## src/rtl/burst_rw_data_pkg.sv

```systemverilog
// Shared encodings and default DDR timing for the burst data-phase logic.
// Request codes other than READ and WRITE carry no data phase.
package ddr_package;

  localparam int CL_DEFAULT  = 11;
  localparam int CWL_DEFAULT = 9;
  localparam int BL_DEFAULT  = 8;

  typedef enum logic [1:0] {
    RW_NOP  = 2'b00,
    READ    = 2'b01,
    WRITE   = 2'b10,
    RW_RSVD = 2'b11
  } rw_request_type;

  typedef enum logic [1:0] {
    RWD_IDLE = 2'b00,
    RWD_WR   = 2'b01,
    RWD_RD   = 2'b10
  } rwd_fsm_type;

  function automatic int max_of(input int a, input int b);
    return (a > b) ? a : b;
  endfunction

endpackage

```

## src/rtl/cas_lat_queue.sv

```systemverilog
// FIFO of issued CAS commands; each entry counts down its own CL/CWL latency
// so the head reports ready exactly when its data phase is due.
module cas_lat_queue
  import ddr_package::*;
#(
  parameter int CL    = CL_DEFAULT,
  parameter int CWL   = CWL_DEFAULT,
  parameter int DEPTH = 4
) (
  input  logic       clock_t,
  input  logic       reset_n,
  input  logic       cas_rdy,
  input  logic [1:0] rw_request,
  input  logic       pop,
  output logic [1:0] head_type,
  output logic       head_ready,
  output logic       overflow
);

  localparam int CNT_W = $clog2(max_of(CL, CWL) + 1);
  localparam int PTR_W = $clog2(DEPTH);
  localparam logic [CNT_W-1:0] CL_LOAD    = CNT_W'(CL - 1);
  localparam logic [CNT_W-1:0] CWL_LOAD   = CNT_W'(CWL - 1);
  localparam logic [PTR_W:0]   FULL_COUNT = (PTR_W + 1)'(DEPTH);

  logic [1:0]       type_q [DEPTH];
  logic [CNT_W-1:0] cnt_q  [DEPTH];
  logic [PTR_W-1:0] wr_ptr;
  logic [PTR_W-1:0] rd_ptr;
  logic [PTR_W:0]   count;
  logic             req_valid;
  logic             full;
  logic             do_push;
  logic             do_pop;

  assign req_valid  = cas_rdy && (rw_request == READ || rw_request == WRITE);
  assign full       = (count == FULL_COUNT);
  assign do_pop     = pop && (count != '0);
  // A pop in the same cycle frees the slot, so a full queue can still accept.
  assign do_push    = req_valid && (!full || do_pop);
  assign overflow   = req_valid && full && !do_pop;
  assign head_type  = type_q[rd_ptr];
  assign head_ready = (count != '0) && (cnt_q[rd_ptr] == '0);

  always_ff @(posedge clock_t or negedge reset_n) begin
    if (!reset_n) begin
      wr_ptr <= '0;
      rd_ptr <= '0;
      count  <= '0;
      for (int i = 0; i < DEPTH; i++) begin
        type_q[i] <= '0;
        cnt_q[i]  <= '0;
      end
    end else begin
      for (int i = 0; i < DEPTH; i++) begin
        if (cnt_q[i] != '0) cnt_q[i] <= cnt_q[i] - 1'b1;
      end
      if (do_push) begin
        type_q[wr_ptr] <= rw_request;
        cnt_q[wr_ptr]  <= (rw_request == READ) ? CL_LOAD : CWL_LOAD;
        wr_ptr         <= wr_ptr + 1'b1;
      end
      if (do_pop) rd_ptr <= rd_ptr + 1'b1;
      if (do_push && !do_pop) count <= count + 1'b1;
      else if (!do_push && do_pop) count <= count - 1'b1;
    end
  end

endmodule

```

## src/rtl/burst_rw_data.sv

```systemverilog
// Data-phase responder: turns latency-timed CAS commands into BL-beat DQ
// write bursts or read captures, reporting completion and sticky errors.
module burst_rw_data
  import ddr_package::*;
#(
  parameter int CL    = CL_DEFAULT,
  parameter int CWL   = CWL_DEFAULT,
  parameter int BL    = BL_DEFAULT,
  parameter int DQ_W  = 8,
  parameter int DEPTH = 4
) (
  input  logic            clock_t,
  input  logic            reset_n,
  input  logic            cas_rdy,
  input  logic [1:0]      rw_request,
  input  logic [DQ_W-1:0] wr_data,
  output logic            wr_pop,
  input  logic [DQ_W-1:0] dq_in,
  output logic [DQ_W-1:0] dq_out,
  output logic            dq_oe,
  output logic [DQ_W-1:0] rd_data,
  output logic            rd_valid,
  output logic            rw_done,
  output logic [1:0]      err
);

  localparam int BEAT_W = (BL > 1) ? $clog2(BL) : 1;
  localparam logic [BEAT_W-1:0] LAST_BEAT = BEAT_W'(BL - 1);

  rwd_fsm_type      state;
  rwd_fsm_type      state_nxt;
  logic [BEAT_W-1:0] beat_cnt;
  logic [BEAT_W-1:0] beat_nxt;
  logic [1:0]       head_type;
  logic             head_ready;
  logic             q_overflow;
  logic             pop;
  logic             burst_active;
  logic             burst_wr;
  logic             burst_last;
  logic             collide;

  cas_lat_queue #(
    .CL   (CL),
    .CWL  (CWL),
    .DEPTH(DEPTH)
  ) u_queue (
    .clock_t   (clock_t),
    .reset_n   (reset_n),
    .cas_rdy   (cas_rdy),
    .rw_request(rw_request),
    .pop       (pop),
    .head_type (head_type),
    .head_ready(head_ready),
    .overflow  (q_overflow)
  );

  // Launching from idle makes the launch cycle itself beat 0; launching from
  // the last beat starts the next burst on the following cycle.
  always_comb begin
    state_nxt    = state;
    beat_nxt     = beat_cnt;
    pop          = 1'b0;
    burst_active = 1'b0;
    burst_wr     = 1'b0;
    burst_last   = 1'b0;
    collide      = 1'b0;
    case (state)
      RWD_IDLE: begin
        if (head_ready) begin
          pop          = 1'b1;
          burst_active = 1'b1;
          burst_wr     = (head_type == WRITE);
          state_nxt    = burst_wr ? RWD_WR : RWD_RD;
          beat_nxt     = BEAT_W'(1);
        end
      end
      default: begin
        burst_active = 1'b1;
        burst_wr     = (state == RWD_WR);
        if (beat_cnt == LAST_BEAT) begin
          burst_last = 1'b1;
          beat_nxt   = '0;
          if (head_ready) begin
            pop       = 1'b1;
            state_nxt = (head_type == WRITE) ? RWD_WR : RWD_RD;
          end else begin
            state_nxt = RWD_IDLE;
          end
        end else begin
          beat_nxt = beat_cnt + 1'b1;
          collide  = head_ready;
        end
      end
    endcase
  end

  assign dq_oe  = burst_active && burst_wr;
  assign wr_pop = dq_oe;
  assign dq_out = dq_oe ? wr_data : '0;

  always_ff @(posedge clock_t or negedge reset_n) begin
    if (!reset_n) begin
      state    <= RWD_IDLE;
      beat_cnt <= '0;
    end else begin
      state    <= state_nxt;
      beat_cnt <= beat_nxt;
    end
  end

  always_ff @(posedge clock_t or negedge reset_n) begin
    if (!reset_n) begin
      rd_valid <= 1'b0;
      rd_data  <= '0;
      rw_done  <= 1'b0;
      err      <= 2'b00;
    end else begin
      rd_valid <= burst_active && !burst_wr;
      if (burst_active && !burst_wr) rd_data <= dq_in;
      rw_done  <= burst_last;
      err      <= err | {collide, q_overflow};
    end
  end

endmodule

```

## config.mk

```make
export PLATFORM = sky130hd
export DESIGN_NAME = burst_rw_data
export DESIGN_NICKNAME = d
export VERILOG_FILES = /design/src/rtl/burst_rw_data_pkg.sv /design/src/rtl/cas_lat_queue.sv /design/src/rtl/burst_rw_data.sv
export SDC_FILE = /design/constraint.sdc
export NUM_CORES = 1
export LEC_CHECK = 0
export ABC_CLOCK_PERIOD_IN_PS = 3510
export BUFFER_PORTS_ARGS = -buffer_cell sky130_fd_sc_hd__buf_2
export CAP_MARGIN = 25
export CELL_PAD_IN_SITES_DETAIL_PLACEMENT = 2
export CELL_PAD_IN_SITES_GLOBAL_PLACEMENT = 2
export CORE_ASPECT_RATIO = 1.4
export CORE_MARGIN = 3
export CORE_UTILIZATION = 26
export DETAILED_ROUTE_END_ITERATION = 8
export PLACE_DENSITY = 0.69
export SLEW_MARGIN = 30
export SYNTH_ARGS = -nofsm -noshare
export SYNTH_HDL_FRONTEND = slang
export SYNTH_HIERARCHICAL = 1
export SYNTH_SLANG_ARGS = --single-unit
```

## constraint.sdc

```tcl
create_clock -name clock_t -period 3.51 [get_ports clock_t]
set_clock_uncertainty 0.15 [all_clocks]
set_input_delay 0.351 -clock clock_t [delete_from_list [all_inputs] [get_ports clock_t]]
set_output_delay 0.351 -clock clock_t [all_outputs]
set_load 0.02 [all_outputs]
```

==> metrics.txt, run 1 <==
outcome=completed; # setup viols final=0; Synth Instances=around 200; critical path startpoint category=register; number of clock sinks=48; register area=1201 sq um; min Tclk post-route=about 3200 ps; DR WL/cell=14.92 microns; Peak Freq=roughly 310 MHz; CTS Buf Count=5; total gr overflow=0; Max Cap Viol=0; post-route ant nets=0; Clk pin slew, worst setup/hold paths=60 ps; final worst-path cycle share=0.9133; clock latency on the worst-skew pair=slightly below 300 ps; Post-synth EDFFs=0; nets=approximately 290; first-pass iteration count of the detailed router=2; area of the multi-input gates=~1100 sq um; Antenna Cells=0; vias in the first global route=just under 2,000; layout cell share with drive strength beyond 1=0.3281; largest net degree at the start of global routing=30; pre-CTS WS=around 240 ps; sequential area share after synthesis=0.4972; routed vias=roughly 1,700; commonest non-fill, non-tap cell in the layout=dfrtp_1; CTS max path bufs=2; DRC violations left=0; placed cell area=roughly 2800 sq um; global-route wire length before repair=approximately 9.3 mm; GRT Total Usage=0.1144; syn nets=roughly 240; Die ar.=about 11,000 sq um; Final Cell Area=2922 sq um; RSZ-0062 raised after global routing=no; FF-to-FF path depth=13; chip width=87.47 microns; Worst EP required=roughly 3600 ps; most common flop cell mapped by yosys=dfrtp_1; Synth warnings=6; critical path peak fanout=4; hold crit path type=in -> reg; CTS H-tree lvls=2; Cell Area, Synth=2416 sq um; num rows=41; # IOs=43; leak pwr=roughly 1.3 nW; RD Place Congestion=around 0.69; Worst Slack Setup Final=approximately 300 ps; Sum Neg Setup Slack=0 ps; Crit Path Class=reg -> reg; Mean Syn Cell Area=roughly 12 sq um; Max VDD drop=approximately 0.37 mV; Core ar.=~9000 sq um; synthesis-to-finish area growth=20.92%; fillers=approximately 1,000; post-layout util=0.3236; Arr. time, crit path=roughly 3300 ps; most frequent cells in the layout=48 x dfrtp_1, 42 x buf_2, 21 x mux2_2; Total Power=between 2 and 3 mW; Iter 0 DRT Violations=38; Synth cell types=43; chip height=~120 microns; Async SR Flop Fraction=1.000; initial core utilization=0.2676; post-synthesis register bit count=48; Final HPWL DP=~4.2 mm; vias per cell=approximately 4.7; Port-buffer cells=between 40 and 50; Slew Limit Fails=0; Hold Path Depth=2; drt total wl=approximately 5.4 mm; Slew @ Worst Pin=between 400 and 500 ps; PwrDens=~950 nW/um^2; initial antenna violation count=0; Setup crit end kind=register; Hold Fails Final Rpt=0; CTS root buf=clkbuf_16; Worst slew margin=0.6938; TritonCTS clock tree=done
-- critical path, stage by stage, from the launching register on --
cell	delay [ps]
dfrtp_1	400
or3_1	430
nor4_1	180
a31oi_1	80
a31oi_1	230
nor2b_1	270
nor4b_2	110
nor3b_4	200
ha_1	210
inv_1	60
fa_1	380
xor2_1	170
nor2_1	110
xor2_1	140
-- sequential cells by signal (all words and copies together) (netlist names) --
register        count
beat_cnt            3
err                 2
rd_data             8
rd_valid            1
rw_done             1
state               2
u_queue/cnt_q      16
u_queue/count       3
u_queue/rd_ptr      2
u_queue/type_q      8
u_queue/wr_ptr      2
-- final cells by class --
class,instances,area share
inverters,14,0.01799
clock buffers,8,0.05011
multi-input cells,136,0.3893
flip-flops and latches,48,0.4111
repair buffers,47,0.08565
well taps,107,0.04582
-- power by group --
group,internal (mW),total (mW),switching (mW)
clock,0.284,0.479,0.195
sequential,0.835,1.05,0.211
combinational,0.618,1.26,0.644
total,1.74,2.79,1.05
-- through the flow --
stage,cells,hold slack [ps]
3_3_place_gp,351,175.6
6_report,360,130.1
5_1_grt,360,135.9
4_1_cts,360,123.8
3_5_place_dp,351,180.1
2_1_floorplan,203,-94.59
-- layer usage --
layer	up-vias	track usage	routed length [microns]
li1	794	-	-
met1	866	0.1240	2019
met2	40	0.2118	2994
met5	-	0	0
met4	0	0.04031	91
met3	6	0.02541	266
-- cells by family (layout without fill, tap and decap cells) --
family / after synthesis / after routing / synth area share
AOI/OAI and AO/OA: 22 / 22 / 0.06370
DFF: 48 / 48 / 0.4972
and+or+nand+nor: 61 / 61 / 0.1543
xor gates and xnor gates: 10 / 10 / 0.03625
muxes: 30 / 30 / 0.1460
buffers and inverters: 19 / 69 / 0.03211
adders and majority gates: 13 / 13 / 0.07043
-- final timing paths --
| path | from | end | slack [ps] |
|---|---|---|---|
| worst max-delay path | u_queue/cnt_q[14]$_DFF_PN0_ | u_queue/count[2]$_DFFE_PN0P_ | 300 |
| worst min-delay path | dq_in[4] | rd_data[4]$_DFFE_PN0P_ | 130 |
| worst max register to register | u_queue/cnt_q[14]$_DFF_PN0_ | u_queue/count[2]$_DFFE_PN0P_ | 300 |
| worst min register to register | err[0]$_DFF_PN0_ | err[0]$_DFF_PN0_ | 330 |
| max in group asynchronous | reset_n | u_queue/cnt_q[8]$_DFF_PN0_ | 2060 |
| min in group asynchronous | reset_n | err[1]$_DFF_PN0_ | 390 |
-- Yosys cell counts, drive strengths merged, types with 2 or more instances --
| cell | number | share of area |
|---|---|---|
| mux2 | 22 | 0.10 |
| a31oi | 3 | 0.014 |
| a22oi | 3 | 0.0093 |
| nor2 | 8 | 0.012 |
| inv | 14 | 0.022 |
| o21ai | 6 | 0.012 |
| nor3b | 5 | 0.020 |
| dfrtp | 48 | 0.50 |
| clkbuf | 3 | 0.0052 |
| nor2b | 3 | 0.0078 |
| xor2 | 2 | 0.0073 |
| a21oi | 6 | 0.014 |
| nand2b | 5 | 0.016 |
| nor3 | 5 | 0.010 |
| nand2 | 12 | 0.019 |
| xnor2 | 8 | 0.029 |
| nand3b | 7 | 0.022 |
| mux4 | 2 | 0.019 |
| mux2i | 6 | 0.025 |
| and2 | 8 | 0.021 |
| ha | 12 | 0.062 |
| buf | 2 | 0.0052 |
-- repair_timing --
item / 4_1_cts / 5_1_grt
hold endpoints to repair: 19 / 0
setup buffers: 0 / 0
resized for setup: 0 / 0
hold buffers: 1 / 0
No activity file was read; power rests on OpenSTA's default activity.
==> run 2: changes to the inputs <==
- CORE_ASPECT_RATIO: 1.4 -> 0.9
- SKIP_CTS_REPAIR_TIMING: not set -> 1
==> run 2 against run 1 <==
Effect of this change:
- via count down 2.0%
- combinational power about the same
- largest power group unchanged
- routed wire length up 5.1%
- count of clock-buffer cells in the layout down 3
- first-iteration DRC count up 71%
- non-clock buffer count down 1
- highest routed layer unchanged
- sequential share of layout area up 0.27 points
- clock power down 11%
- sequential cell count unchanged
- sequential power about the same
- worst hold slack worse by 16 ps
==> metrics.txt, run 2 (synthesized netlist as in run 1, its figures left out) <==
Port-buffer cells=42 (unchanged); Post-Layout Cell Count=371 (was 360); CTS root buf=clkbuf_8 (was clkbuf_16); Core ar.=8808 sq um (was 9029 sq um); global-route wire length before repair=9.908 mm (was 9.335 mm); Worst slew margin=0.6542 (was 0.6938); critical path peak fanout=4 (unchanged); Crit Path Class=reg -> reg (unchanged); CTS H-tree lvls=2 (unchanged); placed cells=362 (was 351); leak pwr=1.318 nW (was 1.338 nW); vias per cell=4.507 (was 4.739); # setup viols final=0 (unchanged); vias in the first global route=1,909 (was 1,940); CTS max path bufs=2 (unchanged); commonest non-fill, non-tap cell in the layout=dfrtp_1 (unchanged); DRC violations left=0 (unchanged); Peak Freq=310.7 MHz (was 311.9 MHz); num rows=32 (was 41); Slew Limit Fails=0 (unchanged); chip width=107.6 microns (was 87.47 microns); number of clock sinks=48 (unchanged); min Tclk post-route=3218 ps (was 3206 ps); clock latency on the worst-skew pair=310 ps (was 290 ps); TritonCTS clock tree=done (unchanged); Worst setup startpoint=u_queue/cnt_q[14]$_DFF_PN0_ (unchanged); initial core utilization=0.2743 (was 0.2676); Max VDD drop=0.2680 mV (was 0.3722 mV); max reg flops=16 (unchanged); routed vias=1,672 (was 1,706); worst r2r dst=u_queue/count[2]$_DFFE_PN0P_ (unchanged); CTS Buf Count=5 (unchanged); Hold Path Depth=2 (unchanged); # IOs=43 (unchanged); Met3 Wirelength=87 microns (was 266 microns); uppermost layer routed=met4 (unchanged); nets=285 (was 286); most frequent cells in the layout=48 x dfrtp_1, 41 x buf_2, 21 x mux2_2 (was 48 x dfrtp_1, 42 x buf_2, 21 x mux2_2); GRT Total Usage=0.1184 (was 0.1144); Worst EP required=3600 ps (was 3580 ps); reg-to-reg slack, setup=290 ps (was 300 ps); routed length on met1=2.694 mm (was 2.019 mm); Iter 0 DRT Violations=65 (was 38); beginning of the worst register-to-register path=u_queue/cnt_q[14]$_DFF_PN0_ (unchanged); Max Cap Viol=0 (unchanged); DR WL/cell=15.21 microns (was 14.92 microns); Slew @ Worst Pin=518.7 ps (was 459.4 ps); drt total wl=5.644 mm (was 5.371 mm); FF-to-FF path depth=13 (unchanged); layout cell share with drive strength beyond 1=0.3373 (was 0.3281); final worst-path cycle share=0.9169 (was 0.9133); chip height=97.45 microns (was 120.1 microns); crit path capture=u_queue/count[2]$_DFFE_PN0P_ (unchanged); largest net degree at the start of global routing=40 (was 30); Antenna Cells=0 (unchanged); Arr. time, crit path=3310 ps (was 3270 ps); Hold Fails Final Rpt=0 (unchanged); PwrDens=943.3 nW/um^2 (was 953.7 nW/um^2); post-route ant nets=0 (unchanged); RD Place Congestion=0.7047 (was 0.6864); synthesis-to-finish area growth=20.14% (was 20.92%); Die ar.=10,490 sq um (was 10,500 sq um); hold crit path type=in -> reg (unchanged); outcome=completed (unchanged); initial antenna violation count=0 (unchanged); first-pass iteration count of the detailed router=4 (was 2); RSZ-0062 raised after global routing=no (unchanged); critical path startpoint category=register (unchanged); Setup crit end kind=register (unchanged); Largest regs=u_queue/cnt_q (16), rd_data (8), u_queue/type_q (8) (unchanged); Reg with most FFs=u_queue/cnt_q (unchanged); Clk pin slew, worst setup/hold paths=100 ps (was 60 ps); total gr overflow=0 (unchanged); Final HPWL DP=4.292 mm (was 4.186 mm); Sum Neg Setup Slack=0 ps (unchanged); Met2 Wirelength=2.772 mm (was 2.994 mm)
==> run 2: how the worst min path moves through the flow <==
stage                startpoint                 endpoint  slack, ps
6_report               dq_in[1]   rd_data[1]$_DFFE_PN0P_        110
4_1_cts                 reset_n         err[0]$_DFF_PN0_         50
3_3_place_gp   err[1]$_DFF_PN0_         err[1]$_DFF_PN0_        290
2_1_floorplan           reset_n  beat_cnt[0]$_DFFE_PN0P_        -90
3_5_place_dp   err[1]$_DFF_PN0_         err[1]$_DFF_PN0_        300
5_1_grt                dq_in[3]   rd_data[3]$_DFFE_PN0P_        110
==> run 2: per-stage QoR <==
step           setup WS (ps)  total power, mW  instance area (sq um)  hold slack (ps)  utilization
2_1_floorplan          92.24            1.982                   2416           -94.59            -
3_3_place_gp           409.2            2.284                   2773            288.8       0.3148
3_5_place_dp           228.4            2.348                   2773            305.0       0.3148
4_1_cts                169.6            2.787                   2888            47.84       0.3278
5_1_grt                57.01            3.001                   2903            107.0       0.3295
6_report               291.7            2.738                   2903            113.7       0.3295
==> run 2: metal layers <==
| layer | GRT usage | vias to the layer above |
|---|---|---|
| li1 | - | 791 |
| met1 | 0.1611 | 863 |
| met4 | 0.04078 | 0 |
| met2 | 0.1893 | 13 |
| met3 | 0.02060 | 5 |
| met5 | 0 | - |
==> run 2: power by group <==
part           internal (mW)  leakage, nW  switching [mW]
combinational          0.611        0.693           0.644
sequential             0.832        0.571           0.227
clock                  0.215       0.0548           0.209
total                   1.66         1.32            1.08
==> run 2: worst max-delay path, stage by stage, from the launching register on <==
cell and delay [ps]:
dfrtp_1 420, or3_1 420, nor4_1 180, a31oi_1 80, a31oi_1 240, nor2b_2 270
nor4b_2 100, nor3b_4 190, ha_1 210, inv_1 60, fa_1 370, xor2_1 170
nor2_1 130, xor2_1 150
==> run 2: cell type report <==
class                      count  area [sq um]
clock buffer                   5         68.82
clock inverter                 3         46.29
fill                         988          5906
inverter                      14         52.55
multi-input combinational    136          1140
sequential                    48          1201
tap                          119         148.9
timing repair buffer          46         245.2
==> run 3: changes to the inputs <==
- CORE_UTILIZATION: 26 -> 33
- PLACE_DENSITY: 0.69 -> 0.82
==> run 3 against run 2 <==
Effect of this change:
- clock power shrank 3%
- combinational power barely moved
- global-route usage rose by 3.9 points
- power is 1.3% higher
- largest power group unchanged
==> metrics.txt, run 3 (synthesized netlist as in run 1, its figures left out) <==
outcome=completed (unchanged); pre-CTS WS=159.1 ps (was 228.4 ps); Crit Path Class=reg -> reg (unchanged); Final HPWL DP=4.582 mm (was 4.292 mm); num rows=28 (was 32); Worst setup startpoint=u_queue/cnt_q[14]$_DFF_PN0_ (unchanged); CTS root buf=clkbuf_8 (unchanged); Max Cap Viol=0 (unchanged); Port-buffer cells=42 (unchanged); global-route wire length before repair=10.14 mm (was 9.908 mm); Max VDD drop=0.3144 mV (was 0.2680 mV); initial antenna violation count=0 (unchanged); Worst Slack Setup Final=209.3 ps (was 291.7 ps); Iter 0 DRT Violations=57 (was 65); Worst slew margin=0.6874 (was 0.6542); Final Cell Area=2870 sq um (was 2903 sq um); FF-to-FF path depth=13 (unchanged); number of clock sinks=48 (unchanged); Antenna Cells=0 (unchanged); max reg flops=16 (unchanged); Die ar.=8386 sq um (was 10,490 sq um); drt total wl=5.948 mm (was 5.644 mm); vias per cell=4.988 (was 4.507); crit path capture=u_queue/count[2]$_DFFE_PN0P_ (unchanged); largest net degree at the start of global routing=29 (was 40); hold crit path type=in -> reg (unchanged); Reg with most FFs=u_queue/cnt_q (unchanged); beginning of the worst register-to-register path=u_queue/cnt_q[14]$_DFF_PN0_ (unchanged); # IOs=43 (unchanged); Worst EP required=3590 ps (was 3600 ps); Slew @ Worst Pin=468.8 ps (was 518.7 ps); most frequent cells in the layout=48 x dfrtp_1, 42 x buf_2, 21 x mux2_2 (was 48 x dfrtp_1, 41 x buf_2, 21 x mux2_2); fillers=708 (was 988); CTS Buf Count=5 (unchanged); chip height=87.18 microns (was 97.45 microns); commonest non-fill, non-tap cell in the layout=dfrtp_1 (unchanged); # setup viols final=0 (unchanged); vias in the first global route=1,975 (was 1,909); nets=285 (unchanged); initial core utilization=0.3537 (was 0.2743); TritonCTS clock tree=done (unchanged); layout cell share with drive strength beyond 1=0.3373 (unchanged); placed cell area=2736 sq um (was 2773 sq um); CTS max path bufs=2 (unchanged); Clk pin slew, worst setup/hold paths=100 ps (about the same); Total Power=2.774 mW (was 2.738 mW); Arr. time, crit path=3380 ps (was 3310 ps); RD Place Congestion=0.7412 (was 0.7047); CTS H-tree lvls=2 (unchanged); Core ar.=6832 sq um (was 8808 sq um); first-pass iteration count of the detailed router=4 (unchanged); critical path startpoint category=register (unchanged); routed vias=1,706 (was 1,672); synthesis-to-finish area growth=18.80% (was 20.14%); Setup crit end kind=register (unchanged); min Tclk post-route=3301 ps (was 3218 ps); worst r2r dst=u_queue/count[2]$_DFFE_PN0P_ (unchanged); total gr overflow=0 (unchanged); GRT Total Usage=0.1577 (was 0.1184); DRC violations left=0 (unchanged); hold path start=dq_in[7] (was dq_in[1]); final worst-path cycle share=0.9404 (was 0.9169); post-layout util=0.4201 (was 0.3295); Slew Limit Fails=0 (unchanged); Final Hold Slack=120.2 ps (was 113.7 ps); critical path peak fanout=4 (unchanged); register area=1201 sq um (unchanged); reg-to-reg slack, setup=210 ps (was 290 ps); post-route ant nets=0 (unchanged); area of the multi-input gates=1145 sq um (was 1140 sq um); chip width=96.20 microns (was 107.6 microns); leak pwr=1.322 nW (was 1.318 nW); Largest regs=u_queue/cnt_q (16), rd_data (8), u_queue/type_q (8) (unchanged); Peak Freq=303.0 MHz (was 310.7 MHz); PwrDens=966.6 nW/um^2 (was 943.3 nW/um^2); Hold Fails Final Rpt=0 (unchanged); DR WL/cell=17.39 microns (was 15.21 microns); clock latency on the worst-skew pair=300 ps (was 310 ps)
## run 3: routing by layer
metal  global-route usage  vias to the layer above  part of all wire
met3              0.02766                        9             0.018
met1               0.1977                      885              0.43
met5                    0                        -                 0
met4              0.05168                        0             0.014
li1                     -                      795                 -
met2               0.2734                       17              0.54
## run 3: worst max-delay path, stage by stage (launching register included)
cell and delay, ps:
dfrtp_1 410, or3_1 430, nor4_1 260, a31oi_1 110, a31oi_1 220, nor2b_4 220
nor4b_2 80, nor3b_4 220, ha_1 220, inv_1 60, fa_1 390, xor2_1 170
nor2_1 110, xor2_1 160
## run 3: area by class of cell
cell class                 instances  area share
multi-input combinational        136      0.3989
clock buffer                       5     0.02398
timing repair buffer              46     0.08457
tap                               90     0.03923
inverter                          14     0.01831
clock inverter                     3     0.01656
sequential                        48      0.4185
## run 3: worst min path at each step
stage | end | slack, ps | depth (start not counted)
6_report | rd_data[7]$_DFFE_PN0P_ | 120 | 2
5_1_grt | rd_data[7]$_DFFE_PN0P_ | 110 | 2
4_1_cts | u_queue/type_q[1]$_DFFE_PN0P_ | -160 | 1
3_5_place_dp | u_queue/cnt_q[6]$_DFF_PN0_ | 190 | 1
3_3_place_gp | u_queue/cnt_q[12]$_DFF_PN0_ | 190 | 1
2_1_floorplan | beat_cnt[0]$_DFFE_PN0P_ | -90 | 0
## run 3: report_power, final
group	total [mW]	switching (mW)	internal [mW]
Combinational	1.29	0.673	0.618
Sequential	1.07	0.241	0.832
Clock	0.410	0.195	0.215
## run 3: metrics by stage
stage               setup TNS [ps]  instances
CTS                              0        341
detailed placement               0        333
floorplan                        0        203
finish                           0        342
global placement                 0        333
global route                -33.17        342
